<file path="config.mk">
export PLATFORM = sky130hd
export DESIGN_NAME = instr_fetch_ctrl
export DESIGN_NICKNAME = d
export VERILOG_FILES = /design/src/rtl/instr_fetch_ctrl.sv
export SDC_FILE = /design/constraint.sdc
export NUM_CORES = 1
export LEC_CHECK = 0
export ABC_CLOCK_PERIOD_IN_PS = 1720
export CAP_MARGIN = 20
export CORE_MARGIN = 1
export CORE_UTILIZATION = 34
export DETAILED_ROUTE_END_ITERATION = 8
export PLACE_DENSITY = 0.77
export SETUP_SLACK_MARGIN = 0.3
export SLEW_MARGIN = 20
export SYNTH_ARGS = -nofsm -noshare
export SYNTH_HDL_FRONTEND = slang
export SYNTH_SLANG_ARGS = --single-unit
</file>
<file path="constraint.sdc">
create_clock -name clk -period 1.72 [get_ports clk]
set_clock_uncertainty 0.2 [all_clocks]
set_input_delay 0.344 -clock clk [delete_from_list [all_inputs] [get_ports clk]]
set_output_delay 0.344 -clock clk [all_outputs]
set_load 0.05 [all_outputs]
</file>
<file path="src/rtl/instr_fetch_ctrl.sv">
// instr_fetch_ctrl: instruction fetch/dispatch sequencer for the CPU front end.
// Define FETCH_INSTR_CNT_EN to build the retired-instruction counter on instr_cnt.
module instr_fetch_ctrl #(
  parameter int PC_W = 9,
  parameter logic [PC_W-1:0] RST_PC = '0
) (
  input  logic            clk,
  input  logic            reset,
  input  logic            run,
  input  logic            halt,
  input  logic            pc_load,
  input  logic [PC_W-1:0] pc_in,
  output logic            mem_rd,
  output logic [PC_W-1:0] mem_addr,
  input  logic            mem_ready,
  input  logic [15:0]     mem_rdata,
  output logic            ir_load,
  output logic [15:0]     ir_data,
  output logic            exec_s,
  input  logic            exec_w,
  output logic [PC_W-1:0] pc,
  output logic            busy,
  output logic [15:0]     instr_cnt
);
  typedef enum logic [2:0] {IDLE, FETCH, WAIT_MEM, LOAD, DISPATCH, EXEC} state_t;
  state_t state, state_nx;
  logic exec_first;
  logic done;
  // exec_w is not trusted in the first EXEC cycle; the execute FSM needs a cycle to react to exec_s
  assign done = state == EXEC && !exec_first && exec_w;
  assign mem_addr = pc;
  always_ff @(posedge clk) begin
    if (reset) begin
      state <= IDLE;
      exec_first <= 1'b0;
    end else begin
      state <= state_nx;
      exec_first <= state == DISPATCH;
    end
  end
  always_comb begin
    state_nx = state;
    mem_rd = 1'b0;
    ir_load = 1'b0;
    exec_s = 1'b0;
    busy = 1'b1;
    case (state)
      IDLE: begin
        busy = 1'b0;
        state_nx = !pc_load && run && !halt ? FETCH : IDLE;
      end
      FETCH: begin
        mem_rd = 1'b1;
        state_nx = WAIT_MEM;
      end
      WAIT_MEM: begin
        mem_rd = 1'b1;
        state_nx = mem_ready ? LOAD : WAIT_MEM;
      end
      LOAD: begin
        ir_load = 1'b1;
        state_nx = DISPATCH;
      end
      DISPATCH: begin
        exec_s = 1'b1;
        state_nx = EXEC;
      end
      EXEC: state_nx = !done ? EXEC : (halt || !run) ? IDLE : FETCH;
      default: state_nx = IDLE;
    endcase
  end
  always_ff @(posedge clk) begin
    if (reset) pc <= RST_PC;
    else if (state == IDLE && pc_load) pc <= pc_in;
    else if (state == LOAD) pc <= pc + PC_W'(1);
  end
  always_ff @(posedge clk) begin
    if (reset) ir_data <= '0;
    else if (state == WAIT_MEM && mem_ready) ir_data <= mem_rdata;
  end
`ifdef FETCH_INSTR_CNT_EN
  always_ff @(posedge clk) begin
    if (reset) instr_cnt <= '0;
    else if (done) instr_cnt <= instr_cnt + 16'd1;
  end
`else
  assign instr_cnt = '0;
`endif
endmodule

</file>
# ---- After elaboration in Yosys (flattened, before gate mapping)
# Cells that the tools add are included.
dict set report word_totals {
  word_cells 35
  ff_bits 29
  output_inout_bits 54
  input_bits 32
}
dict set report classes {
  addsub 1
  eq_ne 5
  n_reduce_logical 14
  mux 11
}
# cell count
set ops {}
lappend ops {{9-bit two-way mux} 2}
lappend ops {{3-bit one-hot mux with 6 select lines} 1}
lappend ops {{9-bit by 1-bit adder with 9-bit output (second input constant)} 1}
lappend ops {{1-bit two-way mux} 7}
lappend ops {{3-bit by 2-bit == test with 1-bit output (second input constant)} 2}
lappend ops {{3-bit == test (second input constant)} 2}
lappend ops {{1-bit logical AND} 6}
lappend ops {{1-bit zero test} 4}
lappend ops {{3-bit by 1-bit == test with 1-bit output (second input constant)} 1}
lappend ops {{3-bit zero test} 1}
lappend ops {{3-bit two-way mux} 1}
lappend ops {{2-bit nonzero test} 1}
lappend ops {{2-bit OR reduction} 1}
lappend ops {{1-bit logical OR} 1}

# ---- Longest topological paths before layout
dict set report logic_depth {
  ltp_word 5
  ltp_mapped 6
  mapped_depth_nobuf 4
}

# ---- Worst setup path after synthesis
# OpenSTA, ideal clock, no wires.
dict set report synth_path {
  path_type {reg-to-output}
  startpoint {reg state[2]}
  endpoint {out exec_s}
  stages_incl_launch_ff 3
  slack_ns -0.669
  path_buffers 1
  t_arrival_ns 1.845
  required_ns 1.176
  cell_sequence {dfxtp_1 clkbuf_1 nor3b_1}
}
dict set report synth_via {
  elab_chain_len 2
}
# item line_no
set synth_rtl {}
lappend synth_rtl {{from (decl)} 26} ;# state_t state, state_nx;
lappend synth_rtl {{from (signal assigned)} 37} ;# state <= state_nx;
lappend synth_rtl {{3-bit == test} 47} ;# case (state)
lappend synth_rtl {{1-bit two-way mux} 47}
lappend synth_rtl {{to (decl)} 19} ;# output logic exec_s,
# No other way between the ends.

# ---- Final worst setup path
dict set report layout_path {
  startpoint {reg state[0]}
  endpoint {out ir_load}
}
dict set report layout_via {
  elab_chain_len 2
}
# item line_no
set layout_rtl {}
lappend layout_rtl {{3-bit by 2-bit == test with 1-bit output} 47}
lappend layout_rtl {{1-bit two-way mux} 47}
lappend layout_rtl {{to (decl)} 17} ;# output logic ir_load,
# No other way between the ends.

==> impl_metrics.env <==
export IMPL_final_period_minus_worst_setup_slack_ps=1890
export IMPL_yosysWarningCount=0
export IMPL_gpl_final_weighted_congestion=0.767
export IMPL_drt_pass1_iter_count=4
export IMPL_pin_count_of_the_biggest_net_entering_global_routing=17
export IMPL_number_of_global_route_vias_before_repair=1559
export IMPL_synthesis_area_per_instance_um2=8.14
export IMPL_mostFrequentLayoutCell="sky130_fd_sc_hd__buf_12"
export IMPL_vias=1667
export IMPL_layout_cell_area_non_filler_um2=3200
export IMPL_dp_hpwl_um=2910
export IMPL_finalNetCount=303
export IMPL_postCtsHoldBufs=0
export IMPL_synth_seq_area_share_pct=39.8
export IMPL_design_die_area_um2=4550
export IMPL_crit_chain="buf_6 -> nand3b_1 -> clkinvlp_4 -> buf_12"
export IMPL_finalWorstSetupSlack_ps=-171
export IMPL_type_of_the_worst_setup_path="reg -> out"
export IMPL_fillers=219
export IMPL_worstSetupStartpointType="flip-flop"
export IMPL_worst_ep_arrival_time_ps=1350
export IMPL_critical_path_max_stage_delay_ps=350
export IMPL_floorplan_initialDensity_pct=35.9
export IMPL_vias_per_cell=5.21
export IMPL_detail_route_wirelength_um=5880
export IMPL_mappedNetlistArea_um2=1460
export IMPL_clk_path_buf_depth=2
export IMPL_grt_antenna_before_repair=0
export IMPL_clock_sink_count=29
export IMPL_synth_seq_cells=29
export IMPL_drive_above_1_share_pct=55.6
export IMPL_areaGrowthSynthToFinish_pct=119
export IMPL_synth_distinct_cells=37
export IMPL_power_share_of_the_combinational_group_pct=37.9
export IMPL_timing_fmax_ghz=0.529
export IMPL_fp_coreArea_um2=4060
export IMPL_tritoncts="done"
export IMPL_power_frac_clock_pct=26.2
export IMPL_gate_count_after_technology_mapping=179
export IMPL_postRouteAntennaNets=0
export IMPL_ir_worst_vdd_mv=0.432
export IMPL_htree_levels=2
export IMPL_n_antenna_cell=0
export IMPL_outcome="finished, violations left"
export IMPL_io_buffer_count=69
export IMPL_post_drt_wl_per_cell_um=18.4
export IMPL_setup_worst_path_end_class="output port"
export IMPL_worstPathRequired_ps=1180
export IMPL_grt_first_pass_wirelength_um=8160
export IMPL_clk_pin_slew_ps=60
export IMPL_internal_cell_power_mw=1.40
export IMPL_layout_worst_path_cycle_share_pct=110
export IMPL_top_level_ports=86
export IMPL_tritoncts_num_buffers=5
export IMPL_timing_hold_violations_final=0
export IMPL_grt_residual_overflow=0
export IMPL_power_leakage_nw=1.28
export IMPL_setup_viol=23
export IMPL_placed_cell_area_um2=2600
export IMPL_grt_total_usage_pct=24.8
export IMPL_hp_class="reg -> reg"
export IMPL_rows=23
export IMPL_fp_dieW_um=67.5
export IMPL_clock_insertion_delay_worst_skew_ps=280
export IMPL_grt_setup_unrepaired="yes"
export IMPL_failed_checks="setup timing"
export IMPL_sequential_power_share_pct=35.9
export IMPL_detail_route_drc_violations=0
export IMPL_crit_path_max_fanout=6
export IMPL_power_switching_mw=0.773
export IMPL_cpLargestDelayFamily="buffers and inverters"
export IMPL_cp_buffers_inverters=3
export IMPL_cts_root_buf="sky130_fd_sc_hd__clkbuf_8"
export IMPL_slew_viol_final=0
export IMPL_layout_cells_most_common_list="39 x sky130_fd_sc_hd__buf_12, 31 x sky130_fd_sc_hd__clkdlybuf4s50_1, 22 x sky130_fd_sc_hd__buf_4, 19 x sky130_fd_sc_hd__nand2_1, 17 x sky130_fd_sc_hd__dfxtp_1"
export IMPL_max_cap_viol_count=0
export IMPL_crit_slowest_cell="sky130_fd_sc_hd__dfxtp_4"
export IMPL_floorplan_die_height_um=67.5
export IMPL_cellPowerDensity_nw_per_um2=680
export IMPL_totalNegativeSetupSlack_ps=-819
export IMPL_power_switching_fraction_pct=35.6
export IMPL_initialDrtViolationCount=76
## state kept, by name, summed over array words and instances, names as in the netlist
name	cells
exec_first	1
ir_data	16
mem_addr	9
state	3
## metal layers
metal	wire length, um	global-route usage, %
met5	0	0
met4	183	14.4
met3	306	5.24
met2	3020	38.7
met1	2380	31.2
## per-stage QoR
| stage | setup slack (ps) | std cells | utilization (%) | total power, mW | hold slack [ps] |
|---|---|---|---|---|---|
| after floorplan | 78.3 | 194 | - | 1.20 | 280 |
| after global placement | -318 | 291 | 64.1 | 1.49 | 278 |
| after detailed placement | -367 | 291 | 64.1 | 1.50 | 286 |
| after CTS | -153 | 313 | 73.9 | 2.11 | 295 |
| after global routing | -211 | 320 | 78.8 | 2.25 | 318 |
| final | -171 | 320 | 78.8 | 2.17 | 299 |
## final timing paths
kind,slack [ps],start,cells past startpoint,endpoint
setup / recovery,-170,state[0],4,ir_load
hold / removal,300,ir_data[10],2,ir_data[10]
hold reg to reg,300,ir_data[10],2,ir_data[10]
setup reg to reg,-50,state[2],7,ir_data[7]
## what timing repair did
action	in CTS	in global routing
pin swaps	14	17
setup endpoints to repair	30	32
setup buffers	13	7
gates resized for setup	59	33
cloned	2	0
## power groups by stage
stage / combinational, mW / clock [mW] / sequential [mW]
after floorplan: 0.343 / 0 / 0.858
after global placement: 0.700 / 0 / 0.791
after detailed placement: 0.706 / 0 / 0.793
after CTS: 0.777 / 0.560 / 0.775
after global routing: 0.854 / 0.608 / 0.784
final: 0.824 / 0.570 / 0.780
## final cells by class
| class | instances | area, um2 | share of cell area, % |
|---|---|---|---|
| timing repair buffer | 106 | 1430 | 44.6 |
| multi-input combinational | 126 | 985 | 30.8 |
| sequential | 29 | 626 | 19.6 |
| clock buffer | 7 | 86.3 | 2.70 |
| tap | 50 | 62.6 | 1.96 |
| inverter | 2 | 11.3 | 0.352 |
## cells in the mapped netlist
cell type                    n  area [um2]
sky130_fd_sc_hd__clkbuf_1    6        22.5
sky130_fd_sc_hd__a211oi_1    1        7.51
sky130_fd_sc_hd__a311oi_1    5        43.8
sky130_fd_sc_hd__or3_1       3        18.8
sky130_fd_sc_hd__nor3_1      2        10.0
sky130_fd_sc_hd__a2bb2oi_1   1        8.76
sky130_fd_sc_hd__buf_2       6        30.0
sky130_fd_sc_hd__buf_4      25         188
sky130_fd_sc_hd__nand4b_1    1        8.76
sky130_fd_sc_hd__inv_1       2        7.51
sky130_fd_sc_hd__nor4bb_1    1        10.0
sky130_fd_sc_hd__conb_1      1        3.75
sky130_fd_sc_hd__xnor2_1     1        8.76
sky130_fd_sc_hd__nand3_1     3        15.0
sky130_fd_sc_hd__a221oi_1    1        8.76
sky130_fd_sc_hd__o21ai_0     2        10.0
sky130_fd_sc_hd__or4_1       3        22.5
sky130_fd_sc_hd__a21oi_1    20         100
sky130_fd_sc_hd__xor2_1      1        8.76
sky130_fd_sc_hd__nand4_1     2        12.5
sky130_fd_sc_hd__and2_1      1        6.26
sky130_fd_sc_hd__o31ai_1     3        22.5
sky130_fd_sc_hd__o211ai_1    1        7.51
sky130_fd_sc_hd__ha_1        1        12.5
sky130_fd_sc_hd__a22oi_1     1        7.51
sky130_fd_sc_hd__nor3b_1     1        7.51
sky130_fd_sc_hd__nand4b_2    1        15.0
sky130_fd_sc_hd__a2111oi_2   1        15.0
sky130_fd_sc_hd__nor4b_1     1        8.76
sky130_fd_sc_hd__nand4bb_1   1        11.3
sky130_fd_sc_hd__nand3b_1    3        22.5
sky130_fd_sc_hd__dfxtp_1    29         581
sky130_fd_sc_hd__nor2b_1     1        6.26
sky130_fd_sc_hd__o211a_1     1        10.0
sky130_fd_sc_hd__or4b_1      1        10.0
sky130_fd_sc_hd__nor2_1     10        37.5
sky130_fd_sc_hd__nand2_1    35         131
## tightest hold or removal path, stage by stage, from the launching register on
cell and delay (ps):
sky130_fd_sc_hd__dfxtp_1 340, sky130_fd_sc_hd__nand2_1 60, sky130_fd_sc_hd__a21oi_1 50
## cells by family (layout without fill, tap and decap cells)
kind of cell,after synthesis,after routing,share of synthesized area [%]
simple gates,70,70,24.3
xor+xnor,2,2,1.20
buf+inv,39,115,17.0
other cells,1,16,0.257
fa+ha+maj,1,1,0.858
compound gates,37,37,16.6
flops,29,29,39.8
(Power assumes the default switching activity.)
